### src/rtl/mem_access_ctrl_if.sv
// CPU-side and memory-side signal bundle for mem_access_ctrl.
// slave is the controller's view; master is the CPU/memory environment's view.
interface mem_access_ctrl_if;
   logic        req;
   logic        we;
   logic [1:0]  size;
   logic        sign_ext;
   logic [31:0] addr;
   logic [31:0] wdata;
   logic [31:0] rdata;
   logic        busy;
   logic        done;
   logic        err;

   logic        mem_en;
   logic        mem_rw;
   logic [31:0] mem_addr;
   logic [3:0]  mem_be;
   logic [31:0] mem_din;
   logic [31:0] mem_dout;
   logic        mem_moc;

   modport slave (
      input  req, we, size, sign_ext, addr, wdata, mem_dout, mem_moc,
      output rdata, busy, done, err, mem_en, mem_rw, mem_addr, mem_be, mem_din
   );

   modport master (
      output req, we, size, sign_ext, addr, wdata, mem_dout, mem_moc,
      input  rdata, busy, done, err, mem_en, mem_rw, mem_addr, mem_be, mem_din
   );
endinterface

### src/rtl/mem_access_ctrl.sv
// Byte/half/word load-store controller bridging a CPU request to a handshaked
// big-endian 32-bit memory, with alignment checking and a completion timeout.
module mem_access_ctrl #(
   parameter int unsigned TIMEOUT = 32
) (
   input logic              clk,
   input logic              rst_n,
   mem_access_ctrl_if.slave bus
);
   localparam int unsigned CntW = (TIMEOUT > 2) ? $clog2(TIMEOUT) : 1;

   typedef enum logic [2:0] {StIdle, StStart, StWait, StFin, StErr} state_e;

   state_e          state_q, state_d;
   logic [31:0]     addr_q, addr_d;
   logic [31:0]     wdata_q, wdata_d;
   logic [31:0]     rdata_q, rdata_d;
   logic [1:0]      size_q, size_d;
   logic            we_q, we_d;
   logic            sext_q, sext_d;
   logic [CntW-1:0] cnt_q, cnt_d;

   logic            aligned;
   logic            timeout;
   logic            active;
   logic [7:0]      lane_b;
   logic [15:0]     lane_h;
   logic [31:0]     load_fmt;
   logic [3:0]      be;
   logic [31:0]     din;

   always_comb begin
      aligned = 1'b0;
      unique case (bus.size)
         2'b00:   aligned = 1'b1;
         2'b01:   aligned = ~bus.addr[0];
         2'b10:   aligned = (bus.addr[1:0] == 2'b00);
         default: aligned = 1'b0;
      endcase
   end

   assign timeout = (cnt_q == CntW'(TIMEOUT - 1));
   assign active  = (state_q == StStart) || (state_q == StWait);

   // Big-endian lanes: offset 0 is the most significant byte.
   always_comb begin
      lane_b = 8'h00;
      unique case (addr_q[1:0])
         2'b00: lane_b = bus.mem_dout[31:24];
         2'b01: lane_b = bus.mem_dout[23:16];
         2'b10: lane_b = bus.mem_dout[15:8];
         2'b11: lane_b = bus.mem_dout[7:0];
      endcase
      lane_h = addr_q[1] ? bus.mem_dout[15:0] : bus.mem_dout[31:16];
      case (size_q)
         2'b00:   load_fmt = {{24{sext_q & lane_b[7]}}, lane_b};
         2'b01:   load_fmt = {{16{sext_q & lane_h[15]}}, lane_h};
         default: load_fmt = bus.mem_dout;
      endcase
   end

   always_comb begin
      case (size_q)
         2'b00:   be = 4'b1000 >> addr_q[1:0];
         2'b01:   be = addr_q[1] ? 4'b0011 : 4'b1100;
         default: be = 4'b1111;
      endcase
      case (size_q)
         2'b00:   din = {4{wdata_q[7:0]}};
         2'b01:   din = {2{wdata_q[15:0]}};
         default: din = wdata_q;
      endcase
   end

   always_comb begin
      state_d = state_q;
      addr_d  = addr_q;
      wdata_d = wdata_q;
      size_d  = size_q;
      we_d    = we_q;
      sext_d  = sext_q;
      cnt_d   = cnt_q;
      rdata_d = rdata_q;
      case (state_q)
         StIdle: begin
            if (bus.req) begin
               if (aligned) begin
                  addr_d  = bus.addr;
                  wdata_d = bus.wdata;
                  size_d  = bus.size;
                  we_d    = bus.we;
                  sext_d  = bus.sign_ext;
                  cnt_d   = '0;
                  state_d = StStart;
               end else begin
                  state_d = StErr;
               end
            end
         end
         StStart: begin
            cnt_d = cnt_q + CntW'(1);
            if (!bus.mem_moc) begin
               state_d = StWait;
            end else if (timeout) begin
               state_d = StErr;
            end
         end
         StWait: begin
            cnt_d = cnt_q + CntW'(1);
            if (bus.mem_moc) begin
               state_d = StFin;
               if (!we_q) begin
                  rdata_d = load_fmt;
               end
            end else if (timeout) begin
               state_d = StErr;
            end
         end
         StFin:   state_d = StIdle;
         StErr:   state_d = StIdle;
         default: state_d = StIdle;
      endcase
   end

   always_ff @(posedge clk or negedge rst_n) begin
      if (!rst_n) begin
         state_q <= StIdle;
         addr_q  <= '0;
         wdata_q <= '0;
         rdata_q <= '0;
         size_q  <= '0;
         we_q    <= 1'b0;
         sext_q  <= 1'b0;
         cnt_q   <= '0;
      end else begin
         state_q <= state_d;
         addr_q  <= addr_d;
         wdata_q <= wdata_d;
         rdata_q <= rdata_d;
         size_q  <= size_d;
         we_q    <= we_d;
         sext_q  <= sext_d;
         cnt_q   <= cnt_d;
      end
   end

   // Memory outputs decode straight from state so reset drops mem_en immediately.
   assign bus.mem_en   = active;
   assign bus.mem_rw   = active ? ~we_q : 1'b1;
   assign bus.mem_addr = {addr_q[31:2], 2'b00};
   assign bus.mem_be   = active ? be : 4'b0000;
   assign bus.mem_din  = din;
   assign bus.rdata    = rdata_q;
   assign bus.busy     = (state_q != StIdle);
   assign bus.done     = (state_q == StFin) || (state_q == StErr);
   assign bus.err      = (state_q == StErr);
endmodule

### src/flat_wrapper.sv
// flat-port wrapper written by rule: the top's interface ports become plain ports
module mem_access_ctrl_flat 
#(
   parameter int unsigned TIMEOUT = 32
)
  (clk, rst_n, bus_req, bus_we, bus_size, bus_sign_ext, bus_addr, bus_wdata, bus_mem_dout, bus_mem_moc, bus_rdata, bus_busy, bus_done, bus_err, bus_mem_en, bus_mem_rw, bus_mem_addr, bus_mem_be, bus_mem_din);
  mem_access_ctrl_if bus_i ();
  input logic clk;
  input logic rst_n;
  input wire logic [$bits(bus_i.req)-1:0] bus_req;
  input wire logic [$bits(bus_i.we)-1:0] bus_we;
  input wire logic [$bits(bus_i.size)-1:0] bus_size;
  input wire logic [$bits(bus_i.sign_ext)-1:0] bus_sign_ext;
  input wire logic [$bits(bus_i.addr)-1:0] bus_addr;
  input wire logic [$bits(bus_i.wdata)-1:0] bus_wdata;
  input wire logic [$bits(bus_i.mem_dout)-1:0] bus_mem_dout;
  input wire logic [$bits(bus_i.mem_moc)-1:0] bus_mem_moc;
  output wire logic [$bits(bus_i.rdata)-1:0] bus_rdata;
  output wire logic [$bits(bus_i.busy)-1:0] bus_busy;
  output wire logic [$bits(bus_i.done)-1:0] bus_done;
  output wire logic [$bits(bus_i.err)-1:0] bus_err;
  output wire logic [$bits(bus_i.mem_en)-1:0] bus_mem_en;
  output wire logic [$bits(bus_i.mem_rw)-1:0] bus_mem_rw;
  output wire logic [$bits(bus_i.mem_addr)-1:0] bus_mem_addr;
  output wire logic [$bits(bus_i.mem_be)-1:0] bus_mem_be;
  output wire logic [$bits(bus_i.mem_din)-1:0] bus_mem_din;
  assign bus_i.req = bus_req;
  assign bus_i.we = bus_we;
  assign bus_i.size = bus_size;
  assign bus_i.sign_ext = bus_sign_ext;
  assign bus_i.addr = bus_addr;
  assign bus_i.wdata = bus_wdata;
  assign bus_i.mem_dout = bus_mem_dout;
  assign bus_i.mem_moc = bus_mem_moc;
  assign bus_rdata = bus_i.rdata;
  assign bus_busy = bus_i.busy;
  assign bus_done = bus_i.done;
  assign bus_err = bus_i.err;
  assign bus_mem_en = bus_i.mem_en;
  assign bus_mem_rw = bus_i.mem_rw;
  assign bus_mem_addr = bus_i.mem_addr;
  assign bus_mem_be = bus_i.mem_be;
  assign bus_mem_din = bus_i.mem_din;
  mem_access_ctrl #(.TIMEOUT(TIMEOUT)) u_core (.clk(clk), .rst_n(rst_n), .bus(bus_i));
endmodule
### config.mk
export PLATFORM = sky130hd
export DESIGN_NAME = mem_access_ctrl_flat
export DESIGN_NICKNAME = d
export VERILOG_FILES = /design/src/rtl/mem_access_ctrl_if.sv /design/src/rtl/mem_access_ctrl.sv /design/src/flat_wrapper.sv
export SDC_FILE = /design/constraint.sdc
export NUM_CORES = 1
export LEC_CHECK = 0
export ABC_CLOCK_PERIOD_IN_PS = 1800
export BUFFER_PORTS_ARGS = -buffer_cell sky130_fd_sc_hd__buf_2
export CELL_PAD_IN_SITES_DETAIL_PLACEMENT = 1
export CELL_PAD_IN_SITES_GLOBAL_PLACEMENT = 2
export CORE_MARGIN = 4
export CORE_UTILIZATION = 27
export DETAILED_ROUTE_END_ITERATION = 16
export PLACE_DENSITY_LB_ADDON = 0.1
export SKIP_CTS_REPAIR_TIMING = 1
export SKIP_LAST_GASP = 1
export SLEW_MARGIN = 20
export SYNTH_ARGS = -nofsm -noshare
export SYNTH_HDL_FRONTEND = slang
export SYNTH_SLANG_ARGS = --single-unit
export TNS_END_PERCENT = 100
### constraint.sdc
create_clock -name clk -period 1.8 [get_ports clk]
set_input_delay 0.27 -clock clk [delete_from_list [all_inputs] [get_ports clk]]
set_output_delay 0.27 -clock clk [all_outputs]
set_load 0.03 [all_outputs]
==> metrics.txt, run 1 <==
outcome complete, but fails checks; failing checks setup timing; path depth of the worst reg2reg path 7; Slew Viols, Final 0; Fmax achieved between 500 and 600 MHz; Chip Height between 150 and 200 um; most frequent cells in the layout 184 x buf_2, 103 x dfrtp_1, 66 x mux2_1; vias 4,388; cell area power density between 2000 and 2500 nW/um2; fin crit period 1920 ps; Ant. Diodes 0; global-route wire length before repair about 27,000 um; clk_lat worst skew 360 ps; Reg-to-Reg Start u_core.state_q[0]; RR Endpoint u_core.wdata_q[28]; Placed Cells incl. Taps 908; drt drc 0; gr usage total 0.155; initial antenna violation count 2; Avg WL per Cell ~19 um; Area after DPL between 6000 and 7000 um2; crit path DAT between 1500 and 2000 ps; min-delay src bus_addr[17]; row cnt 51; number of buffers created by CTS 9; Crit Path Category flop to output port; share of cells above drive strength 1 0.497; CTS tree done; Final setup violation count between 70 and 80; Synth-to-Final Area Change 36.5%; Initial Util 0.278; vias per std cell 4.68; power consumption 16.0 mW; Leakage 3.39 nW; Mapped Avg Cell Area approximately 12 um2; CTS sink count 108; H-tree levels 3; CTS clk-pin slew, worst paths ~80 ps; Detailed Route WL ~18,000 um; WP data required approximately 1500 ps; largest net degree at the start of global routing 56; I/O pin total roughly 210; Hold Crit Class primary input to flop; R2R Setup Slk -110 ps; Slew headroom 0.622; commonest non-fill, non-tap cell in the layout buf_2; post-synthesis sequential area ratio 0.496; vias in the first global route 4,769; Netlist cell types between 40 and 50; CP endpoint bus_mem_be[2]; chip width roughly 150 um; crit path max fanout 7; Worst Setup Start Kind flop; root buffer cell clkbuf_16; grt total ovfl 0; CTS max path bufs 2; RSZ-0062 raised after global routing true; die area around 23,000 um2; CP endpoint kind output port; post-route ant nets 0; final-report hold violation count 0; RD Place Congestion roughly 0.78; total core area between 15,000 and 20,000 um2; Worst-Margin Slew between 500 and 600 ps; Main synth FF type dfrtp_1; # port buffers roughly 210; Syn Inst Count around 470; Layout Nets 774; Pre-antenna DRT Iters 4; Mapped Area 5450 um2; Async SR Flop Fraction 1.00; Worst Skew 10.0 ps; max_cap viols 0; final std cells w/o fill approximately 940; Critical Path Start u_core.state_q[1]; EDFF count, synth 0; Final Cycle Share 1.06; DR iter-0 viols 190; post-synthesis register bit count 108; synth warn 0; Detail Placement HPWL between 10,000 and 15,000 um; maximum vdd drop 712 uV; design area about 7400 um2; setup ws final -116 ps
[worst min path at each step]
| stage | endpoint | slack (ps) | depth (start not counted) |
|---|---|---|---|
| 2_1_floorplan | u_core.addr_q[0] | -30 | 0 |
| 3_3_place_gp | u_core.bus.rdata[10] | 310 | 2 |
| 3_5_place_dp | u_core.bus.rdata[8] | 310 | 2 |
| 4_1_cts | u_core.bus.rdata[28] | -80 | 2 |
| 5_1_grt | u_core.addr_q[17] | 100 | 2 |
| 6_report | u_core.addr_q[17] | 120 | 2 |
[stage by stage]
stage | utilization | setup TNS, ps | hold WS, ps | worst slack (ps)
finish | 0.379 | -4890 | 121 | -116
global route | 0.379 | -12360 | 101 | -195
CTS | 0.359 | -4960 | -80.7 | -312
detailed placement | 0.344 | -5.82 | 313 | -5.82
global placement | 0.344 | 0 | 307 | 42.4
floorplan | - | -192 | -25.6 | -32.5
[power breakdown]
group	switching, mW	internal [mW]	total, mW
logic	5.68	3.83	9.51
registers	0.837	3.61	4.44
clock network	0.987	1.09	2.08
total	7.50	8.53	16.0
[cells in the mapped netlist (3+ instances only)]
library cell / instances / share of area
buf_4: 47 / 0.065
nand2_1: 28 / 0.019
mux2i_1: 11 / 0.020
dfrtp_1: 108 / 0.50
a21oi_1: 30 / 0.028
mux2_2: 25 / 0.052
nor2_1: 13 / 0.0089
a221oi_1: 7 / 0.011
o211ai_1: 17 / 0.023
inv_1: 5 / 0.0034
o21ai_2: 10 / 0.016
buf_2: 5 / 0.0046
nor2b_1: 3 / 0.0034
o21ai_1: 14 / 0.013
nor3_1: 7 / 0.0064
nand2b_1: 4 / 0.0046
a222oi_1: 8 / 0.015
o21ai_0: 16 / 0.015
mux2_1: 66 / 0.14
nand3_1: 3 / 0.0028
clkbuf_1: 12 / 0.0083
[critical path, stage by stage (launching register included)]
cell and delay (ps):
dfrtp_2 440, buf_6 130, nand2b_4 60, a21o_4 250, a211oi_2 210, buf_4 200
[final cells by class]
cell class	instances	area, um2
clock buffer	9	225
clock inverter	6	70.1
fill	2217	12200
inverter	5	22.5
multi-input combinational	287	2400
sequential	108	2710
tap	265	332
timing repair buffer	257	1680
[routing by layer]
layer  track usage  up-vias  part of all wire
met5             0        -            0.0015
met4        0.0412        4             0.011
met3        0.0524       18             0.071
met2         0.258      136              0.49
met1         0.192     2169              0.43
li1              -     2061                 -
[cell families (layout without fill, tap and decap cells)]
kind of cell | after synthesis | count (layout) | share of synthesized area
AO/OA/AOI/OAI | 115 | 115 | 0.141
adder cells (fa/ha/maj) | 2 | 2 | 0.00459
buffers and inverters | 72 | 277 | 0.0865
flip-flops | 108 | 108 | 0.496
multiplexers | 102 | 102 | 0.208
other | 1 | 2 | 0.000688
AND/OR/NAND/NOR | 66 | 66 | 0.0635
[registers in the layout, indices dropped and copies added, names as in the netlist]
name and flops:
u_core.addr_q 32, u_core.bus.rdata 32, u_core.wdata_q 32, u_core.cnt_q 5
u_core.state_q 3, u_core.size_q 2, u_core.sext_q 1, u_core.we_q 1
No activity file was read; power rests on OpenSTA's default activity.
==> run 2, diff against run 1 <==
--- a/config.mk
+++ b/config.mk
@@ -19,4 +19,4 @@
 export SYNTH_ARGS = -nofsm -noshare
 export SYNTH_HDL_FRONTEND = slang
 export SYNTH_SLANG_ARGS = --single-unit
-export TNS_END_PERCENT = 100
+export TNS_END_PERCENT = 1
==> metrics.txt, run 2 (synthesis results as in run 1) <==
Detailed Route WL 17,800 um (was 17,900 um); power consumption 15.6 mW (was 16.0 mW); Detail Placement HPWL 13,200 um (was 13,400 um); Final Cycle Share 1.06 (about the same); number of buffers created by CTS 9 (unchanged); # port buffers 206 (unchanged); Worst Skew 8.68 ps (was 10.0 ps); CTS sink count 108 (unchanged); die area 22,500 um2 (unchanged); design area 7370 um2 (was 7450 um2); cell area power density 2120 nW/um2 (was 2150 nW/um2); Worst Setup Start Kind flop (unchanged); Avg WL per Cell 19.0 um (was 19.1 um); most frequent cells in the layout 190 x buf_2, 104 x dfrtp_1, 66 x mux2_1 (was 184 x buf_2, 103 x dfrtp_1, 66 x mux2_1); Ant. Diodes 0 (unchanged); Slew headroom 0.600 (was 0.622); global-route wire length before repair 26,800 um (was 27,000 um); I/O pin total 209 (unchanged); path depth of the worst reg2reg path 7 (unchanged); Area after DPL 6750 um2 (was 6760 um2); Fmax achieved 525 MHz (was 522 MHz); grt total ovfl 0 (unchanged); Crit Path Category flop to output port (unchanged); total core area 19,700 um2 (unchanged); crit path DAT 1640 ps (was 1650 ps); CTS tree done (unchanged); Chip Height 150 um (unchanged); gr usage total 0.153 (was 0.155); H-tree levels 3 (unchanged); Synth-to-Final Area Change 35.1% (was 36.5%); row cnt 51 (unchanged); vias per std cell 4.68 (about the same); CTS max path bufs 2 (unchanged); crit path max fanout 6 (was 7); drt drc 0 (unchanged); Pre-antenna DRT Iters 4 (unchanged); post-route ant nets 0 (unchanged); fillers 2,233 (was 2,217); CP endpoint kind output port (unchanged); commonest non-fill, non-tap cell in the layout buf_2 (unchanged); vias 4,380 (was 4,388); Reg-to-Reg Start u_core.state_q[1] (was u_core.state_q[0]); WP data required 1530 ps (about the same); Worst-Margin Slew 597 ps (was 564 ps); final std cells w/o fill 936 (was 937); initial antenna violation count 3 (was 2); CP endpoint bus_mem_din[13] (was bus_mem_be[2]); RSZ-0062 raised after global routing true (unchanged); CTS clk-pin slew, worst paths 70 ps (was 80 ps); RD Place Congestion 0.749 (was 0.775); chip width 150 um (unchanged); Final setup violation count 100 (was 73); Layout Nets 773 (was 774); Hold Crit Class primary input to flop (unchanged); largest net degree at the start of global routing 53 (was 56); final-report hold violation count 0 (unchanged); Initial Util 0.278 (unchanged); R2R Setup Slk -90 ps (was -110 ps); vias in the first global route 4,723 (was 4,769); max_cap viols 0 (unchanged); DR iter-0 viols 165 (was 190); maximum vdd drop 1000 uV (was 712 uV); Leakage 3.37 nW (was 3.39 nW); RR Endpoint u_core.wdata_q[15] (was u_core.wdata_q[28]); root buffer cell clkbuf_16 (unchanged); outcome complete, but fails checks (unchanged); setup ws final -105 ps (was -116 ps); Placed Cells incl. Taps 909 (was 908); fin util 0.375 (was 0.379); clk_lat worst skew 350 ps (was 360 ps); Slew Viols, Final 0 (unchanged); share of cells above drive strength 1 0.487 (was 0.497); Critical Path Start u_core.size_q[1] (was u_core.state_q[1]); failing checks setup timing (unchanged); fin crit period 1910 ps (was 1920 ps)
==> run 2: changes by cell type in the layout (fill, tap and decap cells not counted), sizes merged <==
| cell | delta |
|---|---|
| bufinv | -1 |
| clkbuf | +1 |
| inv | -1 |
==> run 2: worst min path at each step <==
| stage | cells past startpoint | start | to | slack [ps] |
|---|---|---|---|---|
| final | 2 | bus_addr[30] | u_core.addr_q[30] | 130 |
| after floorplan | 0 | rst_n | u_core.addr_q[0] | -30 |
| after CTS | 1 | rst_n | u_core.addr_q[24] | -140 |
| after global routing | 2 | bus_addr[9] | u_core.addr_q[9] | 120 |
| after global placement | 1 | rst_n | u_core.addr_q[24] | 250 |
| after detailed placement | 1 | rst_n | u_core.addr_q[24] | 250 |
==> run 2: power breakdown <==
part	switching [mW]	leakage (nW)	total, mW	internal (mW)
Clock	0.947	0.138	1.97	1.02
Sequential	0.796	1.26	4.40	3.61
Combinational	5.65	1.97	9.27	3.63
==> run 2: final cells by class <==
cell class	count	area [um2]	area share
Timing Repair Buffer	256	1640	0.223
Clock inverter	4	33.8	0.00459
Multi-Input combinational cell	287	2380	0.323
Inverter	5	21.3	0.00289
Tap cell	265	332	0.0450
Sequential cell	108	2710	0.368
Clock buffer	11	253	0.0343
==> run 2: worst max-delay path, stage by stage (launching register included) <==
cell	delay (ps)
dfrtp_2	440
buf_8	140
nor2_4	110
buf_6	150
mux2_4	310
buf_6	140
==> run 2: metrics by stage <==
stage               setup TNS [ps]  hold WS, ps  setup WS [ps]
finish                       -5240          129           -105
global route                -14380          120           -176
CTS                          -8340         -140           -416
detailed placement            -487          253          -63.4
global placement             -37.1          253          -37.1
floorplan                     -372        -25.6          -32.5
==> run 2: layer usage <==
layer	share of wire	vias to the layer above	GRT usage
li1	-	2055	-
met1	0.43	2165	0.198
met2	0.49	136	0.254
met3	0.068	18	0.0406
met4	0.012	6	0.0425
met5	0.0024	-	0
==> run 3, diff against run 2 <==
--- a/config.mk
+++ b/config.mk
@@ -12,7 +12,7 @@
 export CORE_MARGIN = 4
 export CORE_UTILIZATION = 27
 export DETAILED_ROUTE_END_ITERATION = 16
-export PLACE_DENSITY_LB_ADDON = 0.1
+export PLACE_DENSITY_LB_ADDON = 0.25
 export SKIP_CTS_REPAIR_TIMING = 1
 export SKIP_LAST_GASP = 1
 export SLEW_MARGIN = 20
==> metrics.txt, run 3 (synthesis results as in run 1) <==
Final Cycle Share 1.08 (was 1.06); setup ws final -149 ps (was -105 ps); CTS max path bufs 2 (unchanged); Avg WL per Cell 18.8 um (was 19.0 um); CP max stage cell nor3_2 (was dfrtp_2); CTS clk-pin slew, worst paths 70 ps (about the same); initial antenna violation count 2 (was 3); Pre-antenna DRT Iters 5 (was 4); Synth-to-Final Area Change 34.6% (was 35.1%); maximum vdd drop 941 uV (was 1000 uV); outcome complete, but fails checks (unchanged); crit path DAT 1680 ps (was 1640 ps); global-route wire length before repair 27,100 um (was 26,800 um); # port buffers 206 (unchanged); H-tree levels 3 (unchanged); final std cells w/o fill 935 (was 936); Logic pwr share 0.583 (was 0.593); fin crit period 1950 ps (was 1910 ps); most frequent cells in the layout 192 x buf_2, 104 x dfrtp_1, 66 x mux2_1 (was 190 x buf_2, 104 x dfrtp_1, 66 x mux2_1); Reg-to-Reg Start u_core.state_q[0] (was u_core.state_q[1]); CTS sink count 108 (unchanged); cell area power density 2130 nW/um2 (was 2120 nW/um2); Cell Int Power 8.28 mW (was 8.25 mW); RSZ-0062 raised after global routing true (unchanged); total core area 19,700 um2 (unchanged); CP top delay family simple AND/OR/NAND/NOR gates (was flip-flops); sequential cell area 2710 um2 (unchanged); Levels on crit path 3 (was 5); max_cap viols 0 (unchanged); CP endpoint bus_mem_be[2] (was bus_mem_din[13]); share of cells above drive strength 1 0.484 (was 0.487); Placed Cells incl. Taps 910 (was 909); Detail Placement HPWL 13,400 um (was 13,200 um); crit path max fanout 8 (was 6); clk_lat worst skew 350 ps (about the same); failing checks hold timing, setup timing (was setup timing); Detailed Route WL 17,600 um (was 17,800 um); largest net degree at the start of global routing 109 (was 53); chip width 150 um (unchanged); final-report hold violation count 6 (was 0); drt drc 0 (unchanged); Slew headroom 0.529 (was 0.600); fillers 2,250 (was 2,233); path depth of the worst reg2reg path 7 (unchanged); CP endpoint kind output port (unchanged); Worst Skew 10.1 ps (was 8.68 ps); Final setup violation count 95 (was 100); sequential power share 0.286 (was 0.281); Psw 7.37 mW (was 7.39 mW); vias per std cell 4.72 (was 4.68); DR iter-0 viols 98 (was 165); Layout Nets 770 (was 773); fin util 0.373 (was 0.375); RR Endpoint u_core.addr_q[12] (was u_core.wdata_q[15]); crit-path cells nor3_2 -> a211oi_4 -> buf_6 (was buf_8 -> nor2_4 -> buf_6 -> mux2_4 -> buf_6); post-route ant nets 0 (unchanged); RD Place Congestion 0.774 (was 0.749); footprint of the multi-input gates 2380 um2 (unchanged); max incr delay on CP 600 ps (was 440 ps); CTS tree done (unchanged); Hold Crit Class primary input to asynchronous set/reset pin (was primary input to flop); vias in the first global route 4,778 (was 4,723); root buffer cell clkbuf_16 (unchanged); grt total ovfl 0 (unchanged); Critical Path Start u_core.addr_q[0] (was u_core.size_q[1]); Buf+Inv Stages, Crit Path 1 (was 3); Worst Setup Start Kind flop (unchanged); R2R Setup Slk -70 ps (was -90 ps); commonest non-fill, non-tap cell in the layout buf_2 (unchanged); Initial Util 0.278 (unchanged); number of buffers created by CTS 9 (unchanged); Leakage 3.35 nW (was 3.37 nW); Worst-Margin Slew 701 ps (was 597 ps); WP data required 1530 ps (about the same); power consumption 15.7 mW (was 15.6 mW); Crit Path Category flop to output port (unchanged); I/O pin total 209 (unchanged); vias 4,417 (was 4,380); Sw Share 0.471 (was 0.472); Slew Viols, Final 0 (unchanged); Fmax achieved 513 MHz (was 525 MHz); worst hold slack -6.43 ps (was 129 ps); gr usage total 0.154 (was 0.153); row cnt 51 (unchanged); Chip Height 150 um (unchanged); die area 22,500 um2 (unchanged); Clk pwr share 0.131 (was 0.126)
[run 3: cell count changes in the layout (fill, tap and decap cells not counted), moves of 3 or more]
cell     delta
buf_12      +3
buf_4       -3
buf_6       -3
o21ai_0     +3
o21ai_1     -3
[run 3: area by class of cell]
type / instances / share of cell area
timing repair buffer: 252 / 0.217
inverter: 5 / 0.00256
antenna: 1 / 0.000341
sequential: 108 / 0.369
clock buffer: 11 / 0.0331
tap: 265 / 0.0452
multi-input combinational: 288 / 0.324
clock inverter: 5 / 0.00835
[run 3: worst reg2reg max path, cell delays in order, from the launching register on]
cell and delay (ps):
dfrtp_2 440, buf_4 140, nor3_2 210, nand2_1 140, nor2_4 140, buf_12 180, buf_12 180, mux2_1 330
[run 3: power by group through the flow]
| stage | logic [mW] | clock network (mW) | registers [mW] |
|---|---|---|---|
| after floorplan | 5.77 | 0 | 4.85 |
| after global placement | 8.45 | 0 | 4.41 |
| after detailed placement | 8.60 | 0 | 4.50 |
| after CTS | 8.63 | 2.16 | 4.46 |
| after global routing | 9.81 | 2.23 | 4.66 |
| final | 9.13 | 2.05 | 4.47 |
[run 3: stage by stage]
| stage | worst slack (ps) | TNS (ps) | area, um2 |
|---|---|---|---|
| after floorplan | -32.5 | -372 | 5470 |
| final | -149 | -5090 | 7340 |
| after global routing | -207 | -15000 | 7340 |
| after CTS | -417 | -6860 | 7120 |
| after detailed placement | -86.4 | -449 | 6810 |
| after global placement | 24.7 | 0 | 6810 |
[run 3: routing by layer]
layer,GRT usage,wire [um]
met2,0.267,9080
met5,0,20
met3,0.0367,859
met4,0.0430,218
met1,0.192,7450
[run 3: worst min-delay path by stage]
stage / startpoint / to / slack (ps) / depth (start not counted)
2_1_floorplan: rst_n / u_core.addr_q[0] / -30 / 0
3_3_place_gp: rst_n / u_core.addr_q[30] / 400 / 2
3_5_place_dp: rst_n / u_core.addr_q[30] / 410 / 2
4_1_cts: rst_n / u_core.addr_q[30] / 30 / 2
5_1_grt: rst_n / u_core.wdata_q[21] / 30 / 2
6_report: rst_n / u_core.wdata_q[5] / -6 / 2
